===== src/rtl/serial_pair_src.sv =====
// Bit-serial two-line stimulus source: shifts an accepted operand pair out LSB-first
// and drives the golden serial sum bit and final carry alongside the lines.
module serial_pair_src #(
  parameter int W   = 8,
  parameter int GAP = 1
) (
  input  logic         CK,
  input  logic         RST,
  input  logic         LOAD_VALID,
  output logic         LOAD_READY,
  input  logic [W-1:0] A,
  input  logic [W-1:0] B,
  output logic         LINE1,
  output logic         LINE2,
  output logic         FRAME,
  output logic         LAST,
  output logic         EXP_OUT,
  output logic         EXP_OVF,
  output logic         DONE
);

  typedef enum logic [1:0] {S_IDLE, S_SHIFT, S_GAP} state_t;

  localparam int               CNT_W    = (W > 1) ? $clog2(W) : 1;
  localparam logic [CNT_W-1:0] BIT_LAST = CNT_W'(W - 1);
  localparam logic [3:0]       GAP_LAST = (GAP > 0) ? 4'(GAP - 1) : 4'd0;

  state_t           state, state_nx;
  logic             armed;
  logic [CNT_W-1:0] cnt, cnt_nx;
  logic [3:0]       gcnt, gcnt_nx;
  logic             carry, carry_nx;
  logic [W-1:0]     sa, sa_nx, sb, sb_nx;
  logic             line1_nx, line2_nx, frame_nx, last_nx, out_nx, ovf_nx, done_nx;

  function automatic logic maj3(input logic x, input logic y, input logic z);
    return (x & y) | (x & z) | (y & z);
  endfunction

  function automatic logic sum3(input logic x, input logic y, input logic z);
    return x ^ y ^ z;
  endfunction

  // armed stays low through reset so the block never looks ready while RST is held
  assign LOAD_READY = armed && (state == S_IDLE);

  always_comb begin
    state_nx = state;
    cnt_nx   = cnt;
    gcnt_nx  = gcnt;
    carry_nx = carry;
    sa_nx    = sa;
    sb_nx    = sb;
    line1_nx = 1'b0;
    line2_nx = 1'b0;
    frame_nx = 1'b0;
    last_nx  = 1'b0;
    out_nx   = 1'b0;
    ovf_nx   = 1'b0;
    done_nx  = 1'b0;
    case (state)
      S_IDLE: begin
        if (LOAD_VALID && LOAD_READY) begin
          // bit 0 goes out on the accept edge itself, with carry-in 0
          line1_nx = A[0];
          line2_nx = B[0];
          frame_nx = 1'b1;
          out_nx   = sum3(A[0], B[0], 1'b0);
          carry_nx = maj3(A[0], B[0], 1'b0);
          sa_nx    = A >> 1;
          sb_nx    = B >> 1;
          cnt_nx   = '0;
          state_nx = S_SHIFT;
        end
      end
      S_SHIFT: begin
        if (cnt == BIT_LAST) begin
          done_nx  = 1'b1;
          ovf_nx   = carry;
          gcnt_nx  = '0;
          state_nx = (GAP > 0) ? S_GAP : S_IDLE;
        end else begin
          line1_nx = sa[0];
          line2_nx = sb[0];
          frame_nx = 1'b1;
          out_nx   = sum3(sa[0], sb[0], carry);
          carry_nx = maj3(sa[0], sb[0], carry);
          sa_nx    = sa >> 1;
          sb_nx    = sb >> 1;
          cnt_nx   = cnt + CNT_W'(1);
          last_nx  = (cnt_nx == BIT_LAST);
        end
      end
      S_GAP: begin
        if (gcnt == GAP_LAST) state_nx = S_IDLE;
        else                  gcnt_nx  = gcnt + 4'd1;
      end
      default: state_nx = S_IDLE;
    endcase
  end

  always_ff @(posedge CK) begin
    if (RST) begin
      state   <= S_IDLE;
      armed   <= 1'b0;
      cnt     <= '0;
      gcnt    <= '0;
      carry   <= 1'b0;
      LINE1   <= 1'b0;
      LINE2   <= 1'b0;
      FRAME   <= 1'b0;
      LAST    <= 1'b0;
      EXP_OUT <= 1'b0;
      EXP_OVF <= 1'b0;
      DONE    <= 1'b0;
    end else begin
      state   <= state_nx;
      armed   <= 1'b1;
      cnt     <= cnt_nx;
      gcnt    <= gcnt_nx;
      carry   <= carry_nx;
      LINE1   <= line1_nx;
      LINE2   <= line2_nx;
      FRAME   <= frame_nx;
      LAST    <= last_nx;
      EXP_OUT <= out_nx;
      EXP_OVF <= ovf_nx;
      DONE    <= done_nx;
    end
  end

  always_ff @(posedge CK) begin
    sa <= sa_nx;
    sb <= sb_nx;
  end

endmodule

===== config.mk =====
export PLATFORM = sky130hd
export DESIGN_NAME = serial_pair_src
export DESIGN_NICKNAME = d
export VERILOG_FILES = /design/src/rtl/serial_pair_src.sv
export SDC_FILE = /design/constraint.sdc
export NUM_CORES = 1
export LEC_CHECK = 0
export ABC_CLOCK_PERIOD_IN_PS = 5790
export BUFFER_PORTS_ARGS = -buffer_cell sky130_fd_sc_hd__buf_4
export CAP_MARGIN = 20
export CELL_PAD_IN_SITES_DETAIL_PLACEMENT = 1
export CELL_PAD_IN_SITES_GLOBAL_PLACEMENT = 2
export CORE_MARGIN = 1.5
export CORE_UTILIZATION = 35
export DETAILED_ROUTE_END_ITERATION = 10
export PLACE_DENSITY = 0.83
export SLEW_MARGIN = 20
export SYNTH_ARGS = -nofsm -noshare
export SYNTH_HDL_FRONTEND = slang
export SYNTH_SLANG_ARGS = --single-unit

===== constraint.sdc =====
create_clock -name CK -period 5.79 [get_ports CK]
set_input_delay 0.2895 -clock CK [delete_from_list [all_inputs] [get_ports CK]]
set_output_delay 0.2895 -clock CK [all_outputs]
set_load 0.01 [all_outputs]

==> summary.txt, run 1 <==
Worst setup path
  – Crit Reg-Reg Endpoint: sa[4]
  – Critical path data arrival time: ~2.1 ns
  – Crit Path Class: flop to flop
  – R2r worst-path depth: 4
  – RR Startpoint: cnt[0]
  – R2R Setup Slk: 3.61 ns
  – Worst setup EP type: flop
  – Type of origin of the critical path: flop
  – CP endpoint: sa[4]
  – WP data required: 5.71 ns
  – Crit Path Max Fanout: 14
  – CP Launch Point: cnt[0]

Status
  – Status: completed

GRT
  – First-pass GRT wire length: roughly 4700 microns
  – Initial antenna violation count: 0
  – GRT overflow: 0
  – Tot GR Track Use: between 10% and 20%
  – Largest net degree at the start of global routing: 19
  – Vias in the first global route: slightly above 1000

Place
  – Placer congestion estimate: between 0.6 and 0.7
  – Hpwl dp: roughly 2200 microns
  – Dpl cells: 193
  – Pre-CTS setup slack: 3.575 ns
  – Placed instance area: around 0.0017 sq mm
  – Port-buffer cells: 26

Clock tree
  – Skew-Pair Late Insertion Delay: roughly 0.29 ns
  – Max Root-Sink Buffers: 2
  – Hold buffer count at CTS: 0
  – CTS buffer count: 5
  – Post-CTS Setup Bufs: 0
  – # H-tree levels: 2
  – Post-cts sizing count: 0
  – Root buf cell: clkbuf_8
  – CTS tree: done
  – Clock transition at path regs: 0.07 ns
  – Sinks on Clock Net: 32

Timing
  – Final worst path period share: between 30% and 40%
  – Tightest Pin Transition: roughly 0.66 ns
  – Worst slew margin: 56.18%
  – Setup Viol. Count Final: 0
  – FMAX: between 400 and 500 MHz
  – Setup WS post-layout: around 3.6 ns
  – Slew Limit Fails: 0
  – Min cycle time layout: roughly 2.2 ns
  – Final Hold Viols: 0
  – Worst clock skew: roughly 0.0074 ns
  – RSZ-0062 raised after global routing: no
  – Setup TNS Final: 0 ns
  – Hold_ws: approximately 0.27 ns

Detailed routing
  – Routed Antenna Nets: 0
  – DRT Wirelength: just under 3000 microns
  – # DRC: 0
  – Post-DR wirelength/cell: around 14 microns
  – Post-DR vias/cell: ~5.0
  – DR vias: roughly 1000
  – 1st-iter DRT viols: 47
  – Drt pass-1 iters: 4

Layout
  – Fill cells: between 400 and 500
  – Layout Cells excl Fill: about 200
  – ANT cells: 0
  – Share of post-route cells with drive strength above 1: between 30% and 40%
  – Area growth syn-to-layout: 21.80%
  – Sequential Area: just under 800 sq um
  – Final Cell Area: about 0.0017 sq mm
  – Final net count: 176
  – Final core occ: 43.82%
  – Multi-input logic area: 584.3 sq um

Pwr
  – Pleak: 0.6589 nW
  – Design Power: 474.6 uW
  – Max IR drop VDD: 155.5 uV
  – Power per cell area: between 200 and 300 mW/mm^2

Synthesis
  – Post-synth cell types: 31
  – Synthesized cell area: between 0.001 and 0.0015 sq mm
  – Post-synthesis cell count: around 120
  – Syn avg cell area: approximately 12 sq um
  – Net Count, Synth: ~150
  – Register area share after synthesis: 54.64%
  – Synth area leader: edfxtp_1
  – Top post-synthesis cells by area: edfxtp_1, dfxtp_1, mux2_2
  – Synthesized flop and latch total: 32
  – Top-area cell type share of the netlist area: between 20 and 30%
  – Ys Warns: 0

Floorplanning
  – Initial core utilization: 35.98%
  – Die extent in x: around 67 microns
  – Core footprint: around 0.004 sq mm
  – Die height: 66.90 microns
  – Die area: between 0.004 and 0.005 sq mm
  – Cell Rows: 23
  – Io pins: 27

Min path
  – Hold depth: 2
  – Hold Path Class: primary input to flop

Flow run
  – Max_cap viols: 0
[synth_stat cells, drive strengths merged]
master and number:
and4bb 1, or3 1, a2bb2oi 1, fa 1, or3b 2, mux2 12, nor2b 3, dfxtp 18
a22oi 2, and2 1, buf 4, nand2b 2, nand4bb 1, nand2 4, nor3 6, ha 6
nor3b 3, clkbuf 2, o211ai 4, a21oi 11, nor2 2, o21ai 2, a221oi 1, nand3 5
edfxtp 14, a311oi 1, nand3b 3, or4 1, inv 9
[cells in the final DEF, fill, tap and decap left out, drive strengths merged, types with 2 or more instances in the layout]
cell    netlist  layout
a21oi        11      11
a22oi         2       2
buf           4      26
clkbuf        2       6
dfxtp        18      18
edfxtp       14      14
ha            6       6
inv           9       9
mux2         12      12
nand2         4       4
nand2b        2       2
nand3         5       5
nand3b        3       3
nor2          2       2
nor2b         3       3
nor3          6       6
nor3b         3       3
o211ai        4       4
o21ai         2       2
or3b          2       2
[kinds of logic (layout without fill, tap and decap cells)]
logic type	after synthesis	count (layout)	share of synthesized area (%)
AOI/OAI and AO/OA	22	22	9.545
adders and majority gates	7	7	6.655
buffers and inverters	15	43	4.641
DFF	32	32	54.64
muxes	12	12	9.457
and+or+nand+nor	35	35	15.06
[worst max-delay path, stage by stage, from the launching register on]
cell and delay, ns:
dfxtp_1 0.35, ha_1 0.21, ha_1 0.24, or3b_1 0.50, nand2_1 0.52
[flip-flops by register name, summed over array words and instances, names as in the netlist, 2 cells and up]
signal,count
cnt,3
gcnt,4
sa,7
sb,7
state,2
[routing by layer]
| metal | part of all wire (%) | routed length [microns] | track usage [%] | vias to the layer above |
|---|---|---|---|---|
| li1 | - | - | - | 499 |
| met3 | 5.0 | 144 | 5.236 | 7 |
| met1 | 42 | 1224 | 16.74 | 482 |
| met5 | 0 | 0 | 0 | - |
| met4 | 1.8 | 51 | 6.122 | 0 |
| met2 | 51 | 1484 | 24.63 | 22 |
[power breakdown]
group,switching (mW),leakage (nW),internal (mW)
clock network,0.0837,0.0388,0.0832
logic,0.0235,0.340,0.0267
registers,0.00572,0.280,0.252
[final cells by class]
type | count | area share, %
sequential | 32 | 44.86
multi-input combinational | 76 | 33.57
timing repair buffer | 26 | 11.21
clock buffer | 6 | 4.170
tap | 50 | 3.595
inverter | 9 | 1.941
clock inverter | 2 | 0.6470
[how the worst min path moves through the flow]
stage / start / endpoint / slack (ns)
3_3_place_gp: cnt[2] / cnt[2] / 0.46
5_1_grt: RST / armed / 0.29
2_1_floorplan: cnt[2] / cnt[2] / 0.45
4_1_cts: RST / armed / 0.27
3_5_place_dp: cnt[2] / cnt[2] / 0.47
6_report: RST / armed / 0.27
(Power assumes the default switching activity.)
==> inputs of run 2 (changes only) <==
ABC_AREA = 1   (was not set)
ABC_CLOCK_PERIOD_IN_PS = 1940   (was 5790)
CORE_UTILIZATION = 29   (was 35)
PLACE_DENSITY = 0.8   (was 0.83)
clock period = 1.94 ns   (was 5.79 ns; I/O delays follow)
==> summary.txt, run 2 <==
Timing
  – RSZ-0062 raised after global routing: no
  – Worst slew margin: roughly 75%
  – FMAX: 680.4 MHz
  – Worst clock skew: ~0.0074 ns
  – Tightest Pin Transition: 0.3687 ns
  – Setup Viol. Count Final: 0
  – Final worst path period share: around three quarters
  – Setup WS post-layout: 0.4703 ns
  – Setup TNS Final: 0 ns
  – Hold_ws: ~0.083 ns
  – Slew Limit Fails: 0
  – Min cycle time layout: roughly 1.5 ns
  – Final Hold Viols: 0

Detailed routing
  – Drt pass-1 iters: 4
  – # DRC: 0
  – DRT Wirelength: around 2900 microns
  – DR vias: 1149
  – Post-DR wirelength/cell: around 11 microns
  – 1st-iter DRT viols: 29
  – Post-DR vias/cell: approximately 4.3
  – Routed Antenna Nets: 0

Worst setup path
  – Crit Path Max Fanout: 21
  – Worst setup EP type: flop
  – WP data required: 2.11 ns
  – R2r worst-path depth: 8
  – CP endpoint: carry
  – Type of origin of the critical path: flop
  – CP Launch Point: cnt[0]
  – Crit Reg-Reg Endpoint: carry
  – R2R Setup Slk: roughly 0.47 ns
  – Critical path data arrival time: 1.64 ns
  – RR Startpoint: cnt[0]
  – Crit Path Class: flop to flop

Pwr
  – Power per cell area: roughly 810 mW/mm^2
  – Design Power: 1.463 mW
  – Max IR drop VDD: 397.2 uV
  – Pleak: just over 0.8 nW

Layout
  – ANT cells: 0
  – Commonest cells after routing, fill and taps aside: nand2_1, buf_4, dfxtp_1
  – Final core occ: 38.05%
  – Final Cell Area: about 0.0018 sq mm
  – Layout Cells excl Fill: 267
  – Final net count: approximately 230
  – Share of post-route cells with drive strength above 1: approximately 22%
  – Area growth syn-to-layout: 24.87%
  – Commonest non-fill, non-tap cell in the layout: nand2_1
  – Top flop regs: sa: 7 flops, sb: 7 flops, gcnt: 4 flops

Clock tree
  – Hold buffer count at CTS: 0
  – Clock transition at path regs: 0.07 ns
  – Max Root-Sink Buffers: 2
  – # H-tree levels: 2
  – CTS tree: done
  – Sinks on Clock Net: 32
  – Root buf cell: clkbuf_8
  – Skew-Pair Late Insertion Delay: 0.28 ns
  – Post-cts sizing count: 0
  – CTS buffer count: 5
  – Post-CTS Setup Bufs: 0

Floorplanning
  – Die height: 73.69 microns
  – Io pins: 27
  – Die area: around 0.0054 sq mm
  – Core footprint: ~0.0048 sq mm
  – Die extent in x: approximately 74 microns
  – Cell Rows: 25
  – Initial core utilization: a little under a third

GRT
  – Vias in the first global route: approximately 1200
  – GRT overflow: 0
  – Tot GR Track Use: a little under an eighth
  – First-pass GRT wire length: approximately 4900 microns
  – Initial antenna violation count: 0
  – Largest net degree at the start of global routing: 22

Place
  – Dpl cells: 259
  – Hpwl dp: 2182 microns
  – Pre-CTS setup slack: 0.4499 ns
  – Placer congestion estimate: ~0.76
  – Placed instance area: roughly 0.0017 sq mm
  – Port-buffer cells: 26

Status
  – Status: completed

Synthesis
  – Synth area leader: edfxtp_1
  – Post-synth EDFFs: 14
  – Top post-synthesis cells by area: edfxtp_1, dfxtp_1, nand2_1
  – Synthesized flop and latch total: 32
  – Register area share after synthesis: between 50% and 60%
  – Post-synth ARST share: 0%
  – Top-area cell type share of the netlist area: 29.02%
  – Net Count, Synth: slightly below 200
  – Post-synth cell types: 23
  – Top-count cell post-synth: nand2_1
  – Main flop type after synthesis: dfxtp_1
  – Synthesized cell area: 0.001449 sq mm
  – Post-synthesis cell count: 168
  – Syn avg cell area: between 8 and 9 sq um
  – Ys Warns: 0
  – Synth top cells by count: nand2_1, dfxtp_1, inv_1

Min path
  – Hold Path Class: primary input to flop

Flow run
  – Max_cap viols: 0
## run 2: area by class of cell
class / count / area, sq um
Multi-Input combinational cell: 113 / 575.6
Timing Repair Buffer: 27 / 202.7
Tap cell: 67 / 83.83
Fill cell: 578 / 2945
Sequential cell: 32 / 780.7
Inverter: 20 / 76.32
Clock buffer: 8 / 90.09
## run 2: critical path: stages (launching register included)
cell and delay, ns:
dfxtp_1 0.33, ha_1 0.20, ha_1 0.20, inv_1 0.09, nand2_4 0.08, nand2_4 0.25, inv_2 0.08, nor2_1 0.09
nor2_1 0.05
## run 2: power by group
part	switching (mW)	total (mW)	internal, mW
Clock	0.230	0.519	0.289
Combinational	0.0982	0.169	0.0710
Sequential	0.0174	0.775	0.757
## run 2: metal layers
layer	track usage, %	vias to the layer above	part of all wire [%]
met3	4.938	6	5.7
met2	20.52	24	49
met1	13.52	530	44
met5	0	-	0
met4	3.704	0	1.2
li1	-	589	-
## run 2: worst min-delay path by stage
stage                    to  depth (start not counted)  start
CTS                   sb[3]                          3   B[4]
detailed placement    sb[3]                          3   B[4]
floorplan           gcnt[2]                          1    RST
global placement      sa[5]                          3   A[6]
global route          sb[2]                          3   B[3]
finish              gcnt[2]                          2    RST
## run 2: kinds of logic (layout without fill, tap and decap cells)
logic type	Yosys count	after routing	share of synthesized area (%)
AOI/OAI and AO/OA	10	10	3.454
DFF	32	32	53.89
adders and majority gates	7	7	6.563
and+or+nand+nor	96	96	29.71
buffers and inverters	23	55	6.390
==> inputs of run 3 (changes only) <==
ABC_CLOCK_PERIOD_IN_PS = 1500   (was 1940)
CORE_UTILIZATION = 32   (was 29)
PLACE_DENSITY = 0.83   (was 0.8)
clock period = 1.5 ns   (was 1.94 ns; I/O delays follow)
==> summary.txt, run 3 (synthesized netlist as in run 2, its figures left out) <==
Status
  – Status: completed

Clock tree
  – Clock transition at path regs: ~0.070 ns
  – Hold buffer count at CTS: 0
  – CTS tree: done
  – Sinks on Clock Net: 32
  – Skew-Pair Late Insertion Delay: ~0.28 ns
  – CTS buffer count: 5
  – # H-tree levels: 2
  – Post-CTS Setup Bufs: 0
  – Root buf cell: clkbuf_8
  – Post-cts sizing count: 0
  – Max Root-Sink Buffers: 2

Detailed routing
  – DR vias: ~1200
  – 1st-iter DRT viols: 23
  – Post-DR vias/cell: between 4 and 5
  – Post-DR wirelength/cell: 12.09 microns
  – # DRC: 0
  – DRT Wirelength: around 3100 microns
  – Drt pass-1 iters: 4
  – Routed Antenna Nets: 0

Worst setup path
  – Max stage delay on crit path: between 0.3 and 0.4 ns
  – RR Startpoint: cnt[0]
  – Type of origin of the critical path: flop
  – Crit path cell chain: ha_1 > ha_1 > inv_1 > nand2_4 > nand2_4
  – Crit Path Class: flop to flop
  – Crit Reg-Reg Endpoint: sa[2]
  – WP data required: around 1.5 ns
  – Worst setup EP type: flop
  – R2r worst-path depth: 5
  – Critical-path top delay cell: dfxtp_1
  – R2R Setup Slk: between 0.1 and 0.15 ns
  – Crit Path Max Fanout: 10
  – Critical path data arrival time: roughly 1.4 ns

GRT
  – Tot GR Track Use: a little over an eighth
  – Largest net degree at the start of global routing: 22
  – GRT overflow: 0
  – First-pass GRT wire length: around 5200 microns
  – Vias in the first global route: approximately 1200
  – Initial antenna violation count: 0

Timing
  – Setup Viol. Count Final: 0
  – Slew Limit Fails: 0
  – FMAX: between 700 and 800 MHz
  – Worst slew margin: 76.05%
  – RSZ-0062 raised after global routing: no
  – Setup TNS Final: 0 ns
  – Final Hold Viols: 0
  – Worst clock skew: 0.009463 ns
  – Final worst path period share: between 90% and 100%
  – Tightest Pin Transition: 0.3583 ns
  – Hold_ws: ~0.061 ns
  – Min cycle time layout: between 1 and 1.5 ns

Layout
  – Area growth syn-to-layout: 25.56%
  – Commonest cells after routing, fill and taps aside: nand2_1, buf_4, dfxtp_1, inv_1, nor2_1
  – Sequential Area: roughly 780 sq um
  – Fill cells: between 500 and 600
  – Share of post-route cells with drive strength above 1: around a quarter
  – Commonest non-fill, non-tap cell in the layout: nand2_1
  – ANT cells: 0
  – Final net count: approximately 230
  – Multi-input logic area: around 600 sq um
  – Top flop regs: sa: 7 flops, sb: 7 flops, gcnt: 4 flops

Floorplanning
  – Die extent in x: between 70 and 80 microns
  – Die height: 70.29 microns
  – Initial core utilization: between 30% and 40%
  – Cell Rows: 24
  – Core footprint: roughly 0.0044 sq mm
  – Die area: 0.004941 sq mm
  – Io pins: 27

Min path
  – Hold depth: 3
  – Hold EP: sa[4]
  – Hold_sp: A[5]
  – Hold Path Class: primary input to flop

Pwr
  – Power per cell area: 1025 mW/mm^2
  – Pleak: approximately 0.83 nW
  – Max IR drop VDD: between 400 and 500 uV
  – Design Power: 1.865 mW

Flow run
  – Max_cap viols: 0

Place
  – Hpwl dp: 2223 microns
  – Placer congestion estimate: between 0.7 and 0.8
  – Port-buffer cells: 26
==> run 3: worst max-delay path: cells and delay by family (launching register included) <==
kind	cells	cell delay (ns)
adders and majority gates	2	0.42
buffers and inverters	1	0.10
DFF	1	0.32
and+or+nand+nor	2	0.26
==> run 3: worst max-delay path by stage <==
stage / from / endpoint / depth (start not counted)
after floorplan: cnt[0] / sa[0] / 5
after global placement: cnt[0] / sa[6] / 5
after detailed placement: cnt[0] / sb[6] / 5
after CTS: cnt[0] / sb[6] / 5
after global routing: cnt[1] / carry / 7
final: cnt[0] / sa[2] / 5
==> run 3: per-layer routing <==
| layer | vias up | GRT usage, % | share of wire, % |
|---|---|---|---|
| li1 | 599 | - | - |
| met5 | - | 0 | 0 |
| met4 | 0 | 5.769 | 0.78 |
| met1 | 542 | 15.92 | 45 |
| met2 | 21 | 22.12 | 50 |
| met3 | 4 | 4.185 | 4.0 |
==> run 3: final cells by class <==
cell class              instances  share of cell area, %
flip-flops and latches         32                  42.98
multi-input cells             114                  32.74
repair buffers                 29                  11.97
inverters                      20                  4.195
clock buffers                   5                  3.783
well taps                      52                  3.576
clock inverters                 3                 0.7565
==> run 3: where the power goes <==
group / switching [mW] / internal, mW / total [mW]
Combinational: 0.139 / 0.101 / 0.239
Sequential: 0.0223 / 0.979 / 1.00
Clock: 0.310 / 0.314 / 0.625
==> run 3: stage by stage <==
step | worst slack (ns) | cell area, sq um | std cells | util, %
4_1_cts | 0.008753 | 1798 | 254 | 41.29
2_1_floorplan | 0.1540 | 1449 | 168 | -
3_5_place_dp | 0.02703 | 1715 | 246 | 39.40
5_1_grt | 0.01092 | 1819 | 255 | 41.78
3_3_place_gp | 0.07527 | 1715 | 246 | 39.40
6_report | 0.1101 | 1819 | 255 | 41.78
